===== config.mk =====
export PLATFORM = sky130hd
export DESIGN_NAME = fft_out_reorder_flat
export DESIGN_NICKNAME = d
export VERILOG_FILES = /design/src/rtl/fft_out_reorder_pkg.sv /design/src/rtl/fft_out_reorder_if.sv /design/src/rtl/fft_out_reorder_dp_blk_ram.sv /design/src/rtl/fft_out_reorder.sv /design/src/flat_wrapper.sv
export SDC_FILE = /design/constraint.sdc
export NUM_CORES = 1
export LEC_CHECK = 0
export ABC_CLOCK_PERIOD_IN_PS = 4000
export BUFFER_PORTS_ARGS = -buffer_cell sky130_fd_sc_hd__buf_2
export CORE_MARGIN = 5
export CORE_UTILIZATION = 27
export CTS_CLUSTER_DIAMETER = 60
export DETAILED_ROUTE_END_ITERATION = 10
export GPL_ROUTABILITY_DRIVEN = 1
export GPL_TIMING_DRIVEN = 0
export HOLD_SLACK_MARGIN = 0.06
export PLACE_DENSITY = 0.49
export SKIP_LAST_GASP = 1
export SLEW_MARGIN = 25
export SYNTH_ARGS = -nofsm -noshare
export SYNTH_HDL_FRONTEND = slang
export SYNTH_SLANG_ARGS = --single-unit

===== constraint.sdc =====
create_clock -name clk -period 4 [get_ports clk]
set_clock_uncertainty 0.1 [all_clocks]
set_input_delay 0 -clock clk [delete_from_list [all_inputs] [get_ports clk]]
set_output_delay 0 -clock clk [all_outputs]
set_load 0.05 [all_outputs]

===== src/rtl/fft_out_reorder_pkg.sv =====
// Shared types and helpers for the FFT output reorder buffer.
// Holds the write/read FSM state encodings and the generic bit-reversal function.
package fft_out_reorder_pkg;

    localparam int DEF_DATA_WIDTH = 32;

    // Widest bank address that bitrev supports.
    localparam int BR_MAX_W = 16;
    localparam int BR_IDX_W = $clog2(BR_MAX_W);

    typedef enum logic {
        W_IDLE,
        W_FILL
    } wr_state_t;

    typedef enum logic {
        R_IDLE,
        R_DRAIN
    } rd_state_t;

    // Reverses the low w bits of v. Constant w reduces this to wiring.
    function automatic logic [BR_MAX_W-1:0] bitrev(input logic [BR_MAX_W-1:0] v,
                                                   input int unsigned w);
        logic [BR_MAX_W-1:0] r;
        r = '0;
        for (int unsigned i = 0; i < BR_MAX_W; i++) begin
            if (i < w) begin
                r[BR_IDX_W'(i)] = v[BR_IDX_W'(w - 1 - i)];
            end
        end
        return r;
    endfunction

endpackage


===== src/rtl/fft_out_reorder_if.sv =====
// Stream bundle for the reorder buffer: natural-order input side and
// bit-reversed output side.
interface fft_out_reorder_if #(
    parameter int DATA_WIDTH = 32
);
    logic [DATA_WIDTH-1:0] data_in;
    logic                  ctrl_in;
    logic [DATA_WIDTH-1:0] data_out;
    logic                  valid_out;
    logic                  ctrl_out;

    modport slave (
        input  data_in,
        input  ctrl_in,
        output data_out,
        output valid_out,
        output ctrl_out
    );

    modport master (
        output data_in,
        output ctrl_in,
        input  data_out,
        input  valid_out,
        input  ctrl_out
    );
endinterface


===== src/rtl/fft_out_reorder_dp_blk_ram.sv =====
// Simple dual-port block RAM: one write port, one synchronous read port
// with a single cycle of latency. Storage is never reset.
module dp_blk_ram #(
    parameter int DATA_WIDTH = 32,
    parameter int ADDR_WIDTH = 5
) (
    input  logic                  clk,
    input  logic                  wr_en,
    input  logic [ADDR_WIDTH-1:0] wr_addr,
    input  logic [DATA_WIDTH-1:0] wr_data,
    input  logic [ADDR_WIDTH-1:0] rd_addr,
    output logic [DATA_WIDTH-1:0] rd_data
);
    logic [DATA_WIDTH-1:0] mem [0:(1 << ADDR_WIDTH)-1];

    always_ff @(posedge clk) begin
        if (wr_en) begin
            mem[wr_addr] <= wr_data;
        end
        rd_data <= mem[rd_addr];
    end
endmodule


===== src/rtl/fft_out_reorder.sv =====
// Ping-pong reorder buffer: frames are written in natural order into one bank
// while the other bank is drained in bit-reversed index order.
module fft_out_reorder
    import fft_out_reorder_pkg::*;
#(
    parameter int DATA_WIDTH   = DEF_DATA_WIDTH,
    parameter int ADDR_WIDTH   = 4,
    parameter int PROBLEM_SIZE = 16
) (
    input  logic               clk,
    input  logic               rst,
    fft_out_reorder_if.slave   bus
);
    localparam logic [ADDR_WIDTH-1:0] LAST = ADDR_WIDTH'(PROBLEM_SIZE - 1);

    logic [DATA_WIDTH-1:0] in_data;
    logic                  in_ctrl;

    wr_state_t             wr_state, wr_state_n;
    logic [ADDR_WIDTH-1:0] wr_cnt, wr_cnt_n;
    logic                  wr_bank, wr_bank_n;
    logic                  full_bank, full_bank_n;
    logic                  handoff, handoff_n;
    logic                  wr_en;
    logic [ADDR_WIDTH-1:0] wr_addr;

    rd_state_t             rd_state, rd_state_n;
    logic [ADDR_WIDTH-1:0] rd_cnt, rd_cnt_n;
    logic                  rd_bank, rd_bank_n;
    logic                  rd_en;
    logic                  rd_first;
    logic [ADDR_WIDTH-1:0] rd_rev;

    logic [DATA_WIDTH-1:0] ram_q;
    logic                  en_d;
    logic                  first_d;

    always_ff @(posedge clk or negedge rst) begin
        if (!rst) begin
            in_data <= '0;
            in_ctrl <= 1'b0;
        end else begin
            in_data <= bus.data_in;
            in_ctrl <= bus.ctrl_in;
        end
    end

    always_ff @(posedge clk or negedge rst) begin
        if (!rst) begin
            wr_state  <= W_IDLE;
            wr_cnt    <= '0;
            wr_bank   <= 1'b0;
            full_bank <= 1'b0;
            handoff   <= 1'b0;
        end else begin
            wr_state  <= wr_state_n;
            wr_cnt    <= wr_cnt_n;
            wr_bank   <= wr_bank_n;
            full_bank <= full_bank_n;
            handoff   <= handoff_n;
        end
    end

    // A registered ctrl in either state restarts at address 0 of the current
    // bank, so an abort and a normal frame start share one path.
    always_comb begin
        wr_state_n  = wr_state;
        wr_cnt_n    = wr_cnt;
        wr_bank_n   = wr_bank;
        full_bank_n = full_bank;
        handoff_n   = 1'b0;
        wr_en       = 1'b0;
        wr_addr     = wr_cnt;
        if (in_ctrl) begin
            wr_en      = 1'b1;
            wr_addr    = '0;
            wr_cnt_n   = ADDR_WIDTH'(1);
            wr_state_n = W_FILL;
        end else if (wr_state == W_FILL) begin
            wr_en    = 1'b1;
            wr_cnt_n = wr_cnt + ADDR_WIDTH'(1);
            if (wr_cnt == LAST) begin
                wr_bank_n   = ~wr_bank;
                full_bank_n = wr_bank;
                handoff_n   = 1'b1;
                wr_state_n  = W_IDLE;
            end
        end
    end

    always_ff @(posedge clk or negedge rst) begin
        if (!rst) begin
            rd_state <= R_IDLE;
            rd_cnt   <= '0;
            rd_bank  <= 1'b0;
        end else begin
            rd_state <= rd_state_n;
            rd_cnt   <= rd_cnt_n;
            rd_bank  <= rd_bank_n;
        end
    end

    // The drain bank is latched on acceptance: in back-to-back streaming the
    // next handoff lands while the last word of the current frame is read.
    always_comb begin
        rd_state_n = rd_state;
        rd_cnt_n   = rd_cnt;
        rd_bank_n  = rd_bank;
        rd_en      = 1'b0;
        rd_first   = 1'b0;
        unique case (rd_state)
            R_IDLE: begin
                if (handoff) begin
                    rd_state_n = R_DRAIN;
                    rd_cnt_n   = '0;
                    rd_bank_n  = full_bank;
                end
            end
            R_DRAIN: begin
                rd_en    = 1'b1;
                rd_first = (rd_cnt == '0);
                rd_cnt_n = rd_cnt + ADDR_WIDTH'(1);
                if (rd_cnt == LAST) begin
                    if (handoff) begin
                        rd_bank_n = full_bank;
                    end else begin
                        rd_state_n = R_IDLE;
                    end
                end
            end
            default: rd_state_n = R_IDLE;
        endcase
    end

    assign rd_rev = ADDR_WIDTH'(bitrev(BR_MAX_W'(rd_cnt), ADDR_WIDTH));

    dp_blk_ram #(
        .DATA_WIDTH (DATA_WIDTH),
        .ADDR_WIDTH (ADDR_WIDTH + 1)
    ) u_ram (
        .clk     (clk),
        .wr_en   (wr_en),
        .wr_addr ({wr_bank, wr_addr}),
        .wr_data (in_data),
        .rd_addr ({rd_bank, rd_rev}),
        .rd_data (ram_q)
    );

    always_ff @(posedge clk or negedge rst) begin
        if (!rst) begin
            en_d          <= 1'b0;
            first_d       <= 1'b0;
            bus.data_out  <= '0;
            bus.valid_out <= 1'b0;
            bus.ctrl_out  <= 1'b0;
        end else begin
            en_d          <= rd_en;
            first_d       <= rd_first;
            bus.valid_out <= en_d;
            bus.ctrl_out  <= first_d;
            if (en_d) begin
                bus.data_out <= ram_q;
            end
        end
    end
endmodule

===== src/flat_wrapper.sv =====
// flat-port wrapper written by rule: the top's interface ports become plain ports
module fft_out_reorder_flat import fft_out_reorder_pkg::*;
#(
    parameter int DATA_WIDTH   = DEF_DATA_WIDTH,
    parameter int ADDR_WIDTH   = 4,
    parameter int PROBLEM_SIZE = 16
)
  (clk, rst, bus_data_in, bus_ctrl_in, bus_data_out, bus_valid_out, bus_ctrl_out);
  fft_out_reorder_if #(.DATA_WIDTH(DATA_WIDTH)) bus_i ();
  input  logic clk;
  input  logic rst;
  input wire logic [$bits(bus_i.data_in)-1:0] bus_data_in;
  input wire logic [$bits(bus_i.ctrl_in)-1:0] bus_ctrl_in;
  output wire logic [$bits(bus_i.data_out)-1:0] bus_data_out;
  output wire logic [$bits(bus_i.valid_out)-1:0] bus_valid_out;
  output wire logic [$bits(bus_i.ctrl_out)-1:0] bus_ctrl_out;
  assign bus_i.data_in = bus_data_in;
  assign bus_i.ctrl_in = bus_ctrl_in;
  assign bus_data_out = bus_i.data_out;
  assign bus_valid_out = bus_i.valid_out;
  assign bus_ctrl_out = bus_i.ctrl_out;
  fft_out_reorder #(.DATA_WIDTH(DATA_WIDTH), .ADDR_WIDTH(ADDR_WIDTH), .PROBLEM_SIZE(PROBLEM_SIZE)) u_core (.clk(clk), .rst(rst), .bus(bus_i));
endmodule

======== Word-level counts from Yosys, hierarchy flattened ========
Memories as Yosys holds them, arrays and structs flattened. A register that Yosys moved wholly into a read port is not among the register bits.
Index checks and enable logic that the tools add are counted.
cells by class
  reductions and logical operators ........ 3
  bitwise operators ....................... 3
  equality and inequality tests ........... 4
  add/sub/neg operators ................... 2
  multiplexer cells ....................... 23
operators with widths
  cell                 count
  $mux 1               16
  $mux 4               4
  $add 4x1->4 const B  2
  $eq 4x4->1 const B   2
  $pmux 4 s2           1
  $logic_not 4->1      1
  $pmux 1 s2           2
  $not 1->1            3
  $reduce_and 3->1     1
  $ne 2x1->1 const B   1
  $ne 2x2->1 const B   1
  $reduce_bool 2->1    1
storage, ports and cells
  logic and storage cells ................. 51
  input bits .............................. 35
  bits in registers ....................... 83
  RAM bits ................................ 1024
  memories ................................ 1
memories
  memory            words  width  rd ports  clocked after memory_dff  write ports  line                              text
  u_core.u_ram.mem  32     32     1         1                         1            fft_out_reorder_dp_blk_ram.sv:14  logic [DATA_WIDTH-1:0] mem [0:(1 << ADDR_WIDTH)-1];

======== Logic depth before layout (Yosys ltp) ========
  depth in word-level cells ............... 4
  mapped depth ............................ 8
  depth with buffers taken out ............ 5

======== Hierarchy ========
From an unflattened synthesis, not the netlist that was laid out.
second synthesis, totals
  cells, all modules ...................... 2425
  area total of the unflattened synthesis .. 43270.2 sq um
by module, submodules not included
  module           cells an instance  instances  area an instance (sq um)
  dp_blk_ram       2260               1          40485.1
  fft_out_reorder  165                1          2785.2

======== Worst setup path before layout ========
Ideal clock, no wire load.
  path kind ............................... reg2reg
  start point ............................. register u_core.wr_state
  end point ............................... memory u_core.u_ram.mem[31][0], enable pin
  stages on the path, launching flop included .. 5
  period minus slack after synthesis ...... 2940 ps
  setup slack ............................. 1060 ps
  buffers on the path ..................... 1
  arrival ................................. 2419 ps
  cell sequence ........................... dfrtp_1 -> clkbuf_1 -> nor2b_1 -> nand3_1 -> nor2_1
between the ends
  longest elaborated chain between the ends .. 4
RTL lines
  what                          line                              text
  from (decl)                   fft_out_reorder.sv:19             wr_state_t wr_state, wr_state_n;
  from (signal assigned)        fft_out_reorder.sv:56             wr_state <= wr_state_n;
  $mux 1                        fft_out_reorder.sv:79             end else if (wr_state == W_FILL) begin
  $mux 1                        fft_out_reorder.sv:74             if (in_ctrl) begin
  $mux 1                        fft_out_reorder_dp_blk_ram.sv:17  if (wr_en) begin
  $mux 1 (implied by the code)  fft_out_reorder_dp_blk_ram.sv:18  mem[wr_addr] <= wr_data;
  to (decl)                     fft_out_reorder_dp_blk_ram.sv:14
No other way between the ends.

======== Worst setup path in the final report ========
  start point ............................. register u_core.in_ctrl
  end point ............................... memory u_core.u_ram.mem[30][16], enable pin
between the ends
  longest elaborated chain between the ends .. 3
  elaborated cells on any way between the ends .. 4
  classes of those cells .................. mux (4)
RTL lines
  what                          line                              text
  from (decl)                   fft_out_reorder.sv:17             logic in_ctrl;
  from (signal assigned)        fft_out_reorder.sv:44             in_ctrl <= bus.ctrl_in;
  $mux 1                        fft_out_reorder.sv:74
  $mux 1                        fft_out_reorder_dp_blk_ram.sv:17
  $mux 1 (implied by the code)  fft_out_reorder_dp_blk_ram.sv:18
Parallel ways exist; a longest one is shown, timed or not.

==> reports/summary.txt <==
status - completed
die height - 408 µm
Longest Clk Path Bufs - 3
crit start category - flip-flop
Post-CTS Hold Fix Bufs - 69
period utilisation layout - 77.8%
IO Pins - 69
Achievable Freq - 321 MHz
Lkg Pwr - 16.2 nW
Setup Crit Path Kind - reg -> reg
largest net degree at the start of global routing - 47
diodes inserted - 0
Non-Filler Instances - 4520
Seq cells post-synth - 1139
TritonCTS Buffers - 121
unrepaired setup endpoints after global routing - no
first-pass GRT wire length - 159000 µm
CTS sink cnt - 1139
Skew-Pair Late Insertion Delay - 0.72 ns
most frequent cells after synthesis - 1024 x edfxtp_1, 192 x mux4_2, 160 x mux2i_1
max incr delay on CP - 0.78 ns
synth unique cells - 39
CTS tree - yes
I/O Buffers - 68
Clock Root Buffer - clkbuf_16
initial core utilization - 27.1%
DRC viols - 0
gr ovfl total - 0
core outline area - 158000 µm²
top cell type's share of synthesized area - 71.9%
initial antenna violation count - 0
# resized after CTS - 0
Die Width - 408 µm
Yosys warning total - 0
drt first-iter violations - 1789
share of layout cells above drive strength 1 - 27.0%
Setup Viol. Count Final - 0
syn_nets - 2053
DPL Wire Length - 75900 µm
DR WL/cell - 24.5 µm
count leader, synth - edfxtp_1
post-synth design cell area - 42800 µm²
Nets - 2378
Slew Limit Fails - 0
Crit path required time - 4.31 ns
H-tree Lvls - 3
Crit-path slowest cell - nor2_4
Critical Path AT - 3.42 ns
Period minus WS final - 3.11 ns
relative slew slack - 28.5%
routed wire length - 111000 µm
CP Launch Point - u_core.in_ctrl$_DFF_PN0_
RR Startpoint - u_core.in_ctrl$_DFF_PN0_
Critical Path Fanout Max - 19
Worst Setup Slack, final - 0.887 ns
die area - 166000 µm²
number of global-route vias before repair - 22020
syn_area_per_cell - 21.2 µm²
max_cap viols - 0
Worst Tran Pin Value - 1.06 ns
worst hold path class - in -> async
total number of vias - 20733
post-synthesis sequential area ratio - 78.3%
ys flop type - edfxtp_1
row count - 146
Post-synth ARST share - 7.29%
VDD IR max - 0.362 mV
crit end category - flip-flop
gp weighted congestion - 0.723
placed insts - 4219
GR Util All Layers - 13.2%
number of flops mapped to enable cells by yosys - 1024
Post-Syn Instances - 2015
final design utilization - 33.0%
Final Hold Fails - 0
CP cell instances - clkbuf_1 > nor2b_1 > nand3b_1 > nor2_4 > buf_12
clock slew at reported path FFs - 0.06 ns
post-synth top area cell - edfxtp_1
post-CTS setup buffer count - 0
Power Density - 521 nW/µm²
first-pass detailed-route iteration total - 5
P&R area growth vs syn - 21.7%
antenna violation net count after detailed routing - 0
pre-CTS WS - 0.927 ns
via/cell ratio - 4.59
synth top area cells - edfxtp_1 72%, mux4_2 10%, dfrtp_1 4.9%, mux2i_1 3.7%, mux2_2 1.7%
==> through the flow <==
stage / instance area (µm²) / TNS, ns / power (mW) / hold WS (ns)
finish: 52000 / 0 / 27.1 / 0.243
detailed placement: 47400 / 0 / 16.7 / -0.180
global placement: 45700 / -891.55 / 16.5 / 0.0137
global route: 52000 / 0 / 28.1 / 0.274
floorplan: 42800 / 0 / 15.5 / -0.396
CTS: 52000 / 0 / 27.5 / 0.197
==> sequential cells by signal, summed over array words and instances (netlist names), 4 cells and up <==
signal,count
u_core.bus.data_out,32
u_core.rd_cnt,4
u_core.in_data,32
u_core.u_ram.rd_data,32
u_core.wr_cnt,4
u_core.u_ram.mem,1024
==> worst paths after layout <==
path,to,slack (ns),depth (start not counted)
worst max-delay path,u_core.u_ram.mem[30][16]$_DFFE_PP_,0.89,5
worst min-delay path,u_core.in_data[15]$_DFF_PN0_,0.24,4
worst max register to register,u_core.u_ram.mem[30][16]$_DFFE_PP_,0.89,5
worst min register to register,u_core.bus.ctrl_out$_DFF_PN0_,0.26,0
max in group asynchronous,u_core.handoff$_DFF_PN0_,2.93,5
min in group clk,u_core.bus.ctrl_out$_DFF_PN0_,0.26,0
==> final cells by class <==
cell class	instances	area (µm²)
fillers	14979	106000
flip-flops and latches	1139	33500
multi-input cells	764	8960
clock buffers	152	3230
well taps	2072	2590
repair buffers	202	2560
clock inverters	79	621
plain buffers	110	574
inverters	2	7.51
==> worst max-delay path: cells and delay by family, from the launching register on <==
kind	cells	cell delay (ns)
buffers and inverters	2	0.51
DFF	1	0.41
and+or+nand+nor	3	1.76
==> report_power, final <==
group	switching, mW	internal, mW
registers	0.293	13.5
clock network	4.58	6.11
logic	1.73	0.905
==> cells by family (layout without fill, tap and decap cells) <==
family	after synthesis	after routing	synth area share (%)
mux	419	419	15.6
flops	1139	1139	78.3
compound gates	165	165	2.89
fa+ha+maj	3	3	0.0878
xor+xnor	5	5	0.102
simple gates	172	172	1.68
buf+inv	112	545	1.34
==> metal layers <==
layer,track usage (%),part of all wire [%]
met1,17.2,42
met2,22.6,50
met3,2.09,5.1
met4,4.15,2.8
met5,0,0
==> layout by cell type (no fill, tap or decap), types with 33 or more instances in the layout <==
| cell | netlist | routed |
|---|---|---|
| edfxtp_1 | 1024 | 1024 |
| a21o_1 | 33 | 33 |
| mux2_2 | 66 | 66 |
| nand2_1 | 43 | 43 |
| mux4_2 | 192 | 192 |
| nor2_1 | 103 | 70 |
| dlygate4sd3_1 | 0 | 68 |
| clkbuf_1 | 47 | 70 |
| clkbuf_16 | 0 | 123 |
| dfrtp_1 | 83 | 80 |
| buf_2 | 27 | 98 |
| mux2i_1 | 160 | 160 |
(Power assumes the default switching activity.)
